--- config.mk ---
export PLATFORM = sky130hd
export DESIGN_NAME = serial_sub_sched
export DESIGN_NICKNAME = d
export VERILOG_FILES = /design/src/rtl/serial_sub_sched.sv
export SDC_FILE = /design/constraint.sdc
export NUM_CORES = 1
export LEC_CHECK = 0
export ABC_CLOCK_PERIOD_IN_PS = 2800
export CAP_MARGIN = 10
export CORE_UTILIZATION = 25
export CTS_CLUSTER_SIZE = 20
export DETAILED_ROUTE_END_ITERATION = 6
export GPL_TIMING_DRIVEN = 0
export SETUP_SLACK_MARGIN = 0.3
export SLEW_MARGIN = 10
export SYNTH_ARGS = -nofsm -noshare
export SYNTH_HDL_FRONTEND = slang
export SYNTH_SLANG_ARGS = --single-unit
--- constraint.sdc ---
create_clock -name clk -period 2.8 [get_ports clk]
set_input_delay 0.56 -clock clk [delete_from_list [all_inputs] [get_ports clk]]
set_output_delay 0.56 -clock clk [all_outputs]
set_load 0.1 [all_outputs]
--- src/rtl/serial_sub_sched.sv ---
// Round-robin sharing of one bit-serial full-subtractor cell between two requesters.
// Operands are captured at grant, subtracted LSB-first, and the result is posted with a done pulse.
module serial_sub_sched #(
  parameter int unsigned WIDTH = 4
) (
  input  logic             clk,
  input  logic             rst_n,
  input  logic             req0,
  input  logic [WIDTH-1:0] a0,
  input  logic [WIDTH-1:0] b0,
  input  logic             req1,
  input  logic [WIDTH-1:0] a1,
  input  logic [WIDTH-1:0] b1,
  output logic             gnt0,
  output logic             gnt1,
  output logic             busy,
  output logic             done,
  output logic             done_id,
  output logic [WIDTH-1:0] diff,
  output logic             bout
);

  localparam int unsigned CW = $clog2(WIDTH);

  typedef enum logic [1:0] {StIdle, StRun, StDone} state_e;

  state_e           state_q;
  logic [WIDTH-1:0] sa_q, sb_q;
  logic [WIDTH-2:0] sr_q;
  logic             br_q;
  logic [CW-1:0]    cnt_q;
  logic             last_q;

  logic             win;
  logic             d_bit;
  logic             br_nxt;
  logic [WIDTH-1:0] sr_ext;

  // Ties go to the requester that was not served last.
  always_comb begin
    win = 1'b0;
    if (req0 && req1) begin
      win = ~last_q;
    end else if (req1) begin
      win = 1'b1;
    end
  end

  always_comb begin
    d_bit  = sa_q[0] ^ sb_q[0] ^ br_q;
    br_nxt = (~sa_q[0] & sb_q[0]) | (~(sa_q[0] ^ sb_q[0]) & br_q);
    sr_ext = {d_bit, sr_q};
  end

  always_ff @(posedge clk or negedge rst_n) begin
    if (!rst_n) begin
      state_q <= StIdle;
      sa_q    <= '0;
      sb_q    <= '0;
      sr_q    <= '0;
      br_q    <= 1'b0;
      cnt_q   <= '0;
      last_q  <= 1'b1;
      gnt0    <= 1'b0;
      gnt1    <= 1'b0;
      busy    <= 1'b0;
      done    <= 1'b0;
      done_id <= 1'b0;
      diff    <= '0;
      bout    <= 1'b0;
    end else begin
      gnt0 <= 1'b0;
      gnt1 <= 1'b0;
      done <= 1'b0;
      unique case (state_q)
        StIdle: begin
          if (req0 || req1) begin
            sa_q    <= win ? a1 : a0;
            sb_q    <= win ? b1 : b0;
            br_q    <= 1'b0;
            cnt_q   <= '0;
            last_q  <= win;
            gnt0    <= ~win;
            gnt1    <= win;
            busy    <= 1'b1;
            state_q <= StRun;
          end
        end
        StRun: begin
          sa_q  <= sa_q >> 1;
          sb_q  <= sb_q >> 1;
          sr_q  <= sr_ext[WIDTH-1:1];
          br_q  <= br_nxt;
          cnt_q <= cnt_q + CW'(1);
          if (cnt_q == CW'(WIDTH - 1)) begin
            diff    <= sr_ext;
            bout    <= br_nxt;
            done_id <= last_q;
            done    <= 1'b1;
            state_q <= StDone;
          end
        end
        StDone: begin
          busy    <= 1'b0;
          state_q <= StIdle;
        end
        default: state_q <= StIdle;
      endcase
    end
  end

endmodule

==> key figures <==
STA
  – Final worst slack: 0.472 ns
  – Final setup viols: 0
  – Final Max Slew Viols: 0
  – Final Hold Fails: 0
  – F_max: 430 MHz
  – Hold slack: ~0.29 ns
  – Setup TNS: 0 ns
  – Period Utilization, post-route: 83.1%
  – Slew headroom: 35.2%
  – Clock skew: 0.00195 ns
  – Unrepaired setup endpoints after global routing: no
  – Worst-margin pin slew: 0.970 ns
  – Tmin final: approximately 2.3 ns

Synth
  – Adder-cell share of the synthesized area: 2.69%
  – Post-Syn Area: 1210 um^2
  – Main synth FF type: dfrtp_1
  – Top post-synthesis cells by area: dfrtp_1 54%, mux2_4 7.4%, mux2_2 5.6%, a221o_1 5.0%, nand2_1 5.0%
  – Post-synth top cells: 26 x dfrtp_1, 16 x nand2_1
  – Synth warnings: 0
  – Post-synth EDFFs: 0
  – Area share of and/or/nand/nor cells after synthesis: 11.0%
  – Post-synthesis sequential area ratio: 55.9%
  – Synth Instances: 99
  – Post-synth top area share: 53.7%
  – Multiplexer area fraction after synthesis: 16.3%
  – Synthesized area per cell: 12.2 um^2
  – Top-count cell post-synth: dfrtp_1
  – Synth area leader: dfrtp_1
  – XOR/XNOR share of the synthesized area: 0%
  – Netlist cell types: 26
  – Syn_nets: 121
  – #FFs+latches synth: 27
  – Ys async rst share: 100%
  – Largest family of logic cells by synthesized area: multiplexers
  – Synth Area in Compound Gates: around a tenth

Drt
  – Antenna-violating nets left: 0
  – Drt first pass iters: 2
  – DRC: 0
  – Routed wire per std cell: 11.3 um
  – Drt initial violations: 8
  – Total wire length: ~2100 um
  – Via density: 4.45
  – Via count: 818

Finish
  – Nets: ~160
  – Area growth syn-to-layout: 33.0%
  – Fin area: 1610 um^2
  – N_diodes: 0
  – Layout cells sized above 1: between 10% and 20%

Clock tree
  – CTS max path bufs: 2
  – CTS Root Cell: clkbuf_8
  – Clock sink count: 27
  – Worst-path clk slew: around 0.09 ns
  – Post-CTS setup buffer count: 0
  – H-Tree Level Count: 1
  – Post-cts sizing count: 0
  – Clk Latency, worst-skew pair: around 0.27 ns
  – TritonCTS clock tree: done
  – Cts hold-fix bufs: 0
  – CTS Buf Count: 3

Global route
  – First-pass GRT wire length: roughly 3700 um
  – Overall routing resource usage: roughly 9.1%
  – Largest net degree at the start of global routing: 28
  – Initial antenna violation count: 0
  – Number of global-route vias before repair: 795
  – GRT overflow: 0

Floorplan
  – Core Area: 4500 um^2
  – Starting Density: 26.9%
  – Die width: 71.6 um
  – IO Count: 30
  – Die Y-Extent: 71.6 um
  – Die area: about 5100 um^2
  – Placement Rows: 24

Hold path
  – Class of the worst hold path: in -> async

Worst setup path
  – WP data required: between 2 and 2.5 ns
  – Crit path max-delay family: buffers and inverters
  – CP Capture Type: primary output
  – Worst Setup Path Type: reg -> out
  – WP data arrival: 1.77 ns
  – Critical Path, Cell by Cell: clkdlybuf4s50_1
  – Nature of the critical path startpoint: flop
  – Crit path largest cell delay: ~1.1 ns
  – CP Buf/Inv Count: 1
  – Crit Path Max Fanout: 2
  – CP max stage cell: clkdlybuf4s50_1

Power and ir drop
  – Lkg Pwr: ~0.72 nW
  – Tot Pwr: around 2 mW
  – Power per cell area: between 1000 and 1500 nW/um^2
  – Peak supply drop: 424 uV

Placement
  – Final Wtd Congestion: ~0.7
  – Setup WS pre-CTS: approximately 0.62 ns
  – HPWL Detailed: approximately 1600 um
  – PortBufs: 29
  – Placed cell areas: 1570 um^2

Job
  – Max Cap Violations: 0

Outcome
  – Status: finished clean
-- final cells by class --
class	count	area (um^2)
Buffer	4	23.8
Clock buffer	3	41.3
Clock inverter	1	7.51
Fill cell	442	2890
Inverter	5	18.8
Multi-Input combinational cell	63	492
Sequential cell	27	677
Tap cell	52	65.1
Timing Repair Buffer	29	285
-- worst paths after layout --
kind / startpoint / endpoint / slack (ns) / cells after the start
max in group asynchronous: rst_n / state_q[1]$_DFFE_PN0P_ / 2.12 / 1
min in group clk: sr_q[0]$_DFFE_PN0P_ / sr_q[0]$_DFFE_PN0P_ / 0.48 / 2
max: bout$_DFFE_PN0P_ / bout / 0.47 / 1
max reg2reg: state_q[0]$_DFFE_PN0P_ / cnt_q[0]$_DFFE_PN0P_ / 1.27 / 2
min: rst_n / sa_q[3]$_DFFE_PN0P_ / 0.29 / 1
min reg2reg: sr_q[0]$_DFFE_PN0P_ / sr_q[0]$_DFFE_PN0P_ / 0.48 / 2
-- through the flow --
step | utilization, % | cells
after floorplan | - | 99
after global placement | 34.8 | 180
after detailed placement | 34.8 | 180
after CTS | 35.9 | 184
after global routing | 35.8 | 184
final | 35.8 | 184
-- metal layers --
metal | vias to the layer above | global-route usage (%) | share of wire (%)
met5 | - | 0 | 0
met4 | 0 | 3.27 | 1.4
met3 | 4 | 2.11 | 4.1
met2 | 24 | 15.4 | 45
met1 | 382 | 11.5 | 50
li1 | 408 | - | -
-- logic make-up after synthesis --
| family | after synthesis |
|---|---|
| compound gates | 17 |
| fa+ha+maj | 2 |
| buf+inv | 9 |
| flops | 27 |
| mux | 16 |
| simple gates | 28 |
-- power breakdown --
group	total, mW	internal (mW)	switching (mW)
clock network	0.227	0.101	0.126
logic	1.09	0.365	0.724
registers	0.671	0.572	0.0992
total	1.99	1.04	0.949
-- flip-flops by register name, indices dropped and copies added (netlist names) --
register and cells:
last_q 1, bout 1, busy 1, br_q 1, sr_q 3, cnt_q 2
sa_q 4, gnt0 1, diff 4, gnt1 1, done_id 1, sb_q 4
state_q 2, done 1
-- cell usage in the layout, fill, tap and decap left out --
| cell | n |
|---|---|
| clkdlybuf4s50_1 | 28 |
| dfrtp_1 | 26 |
| nand2_1 | 16 |
| mux2_2 | 6 |
| mux2_4 | 6 |
| and2_1 | 6 |
| a221o_1 | 6 |
| inv_1 | 5 |
| o21ai_0 | 5 |
| mux2i_1 | 4 |
| clkbuf_8 | 3 |
| nor2_1 | 2 |
| clkbuf_1 | 2 |
| buf_2 | 2 |
| nand3b_1 | 1 |
| a21boi_2 | 1 |
| buf_6 | 1 |
| and2_2 | 1 |
| nand2b_1 | 1 |
| nor2b_1 | 1 |
| o21a_1 | 1 |
| o22ai_1 | 1 |
| a21oi_1 | 1 |
| a31oi_1 | 1 |
| o31ai_1 | 1 |
| fa_1 | 1 |
| ha_1 | 1 |
| clkinvlp_4 | 1 |
| dfstp_2 | 1 |
Note: power is estimated with default switching activity, not from simulation.
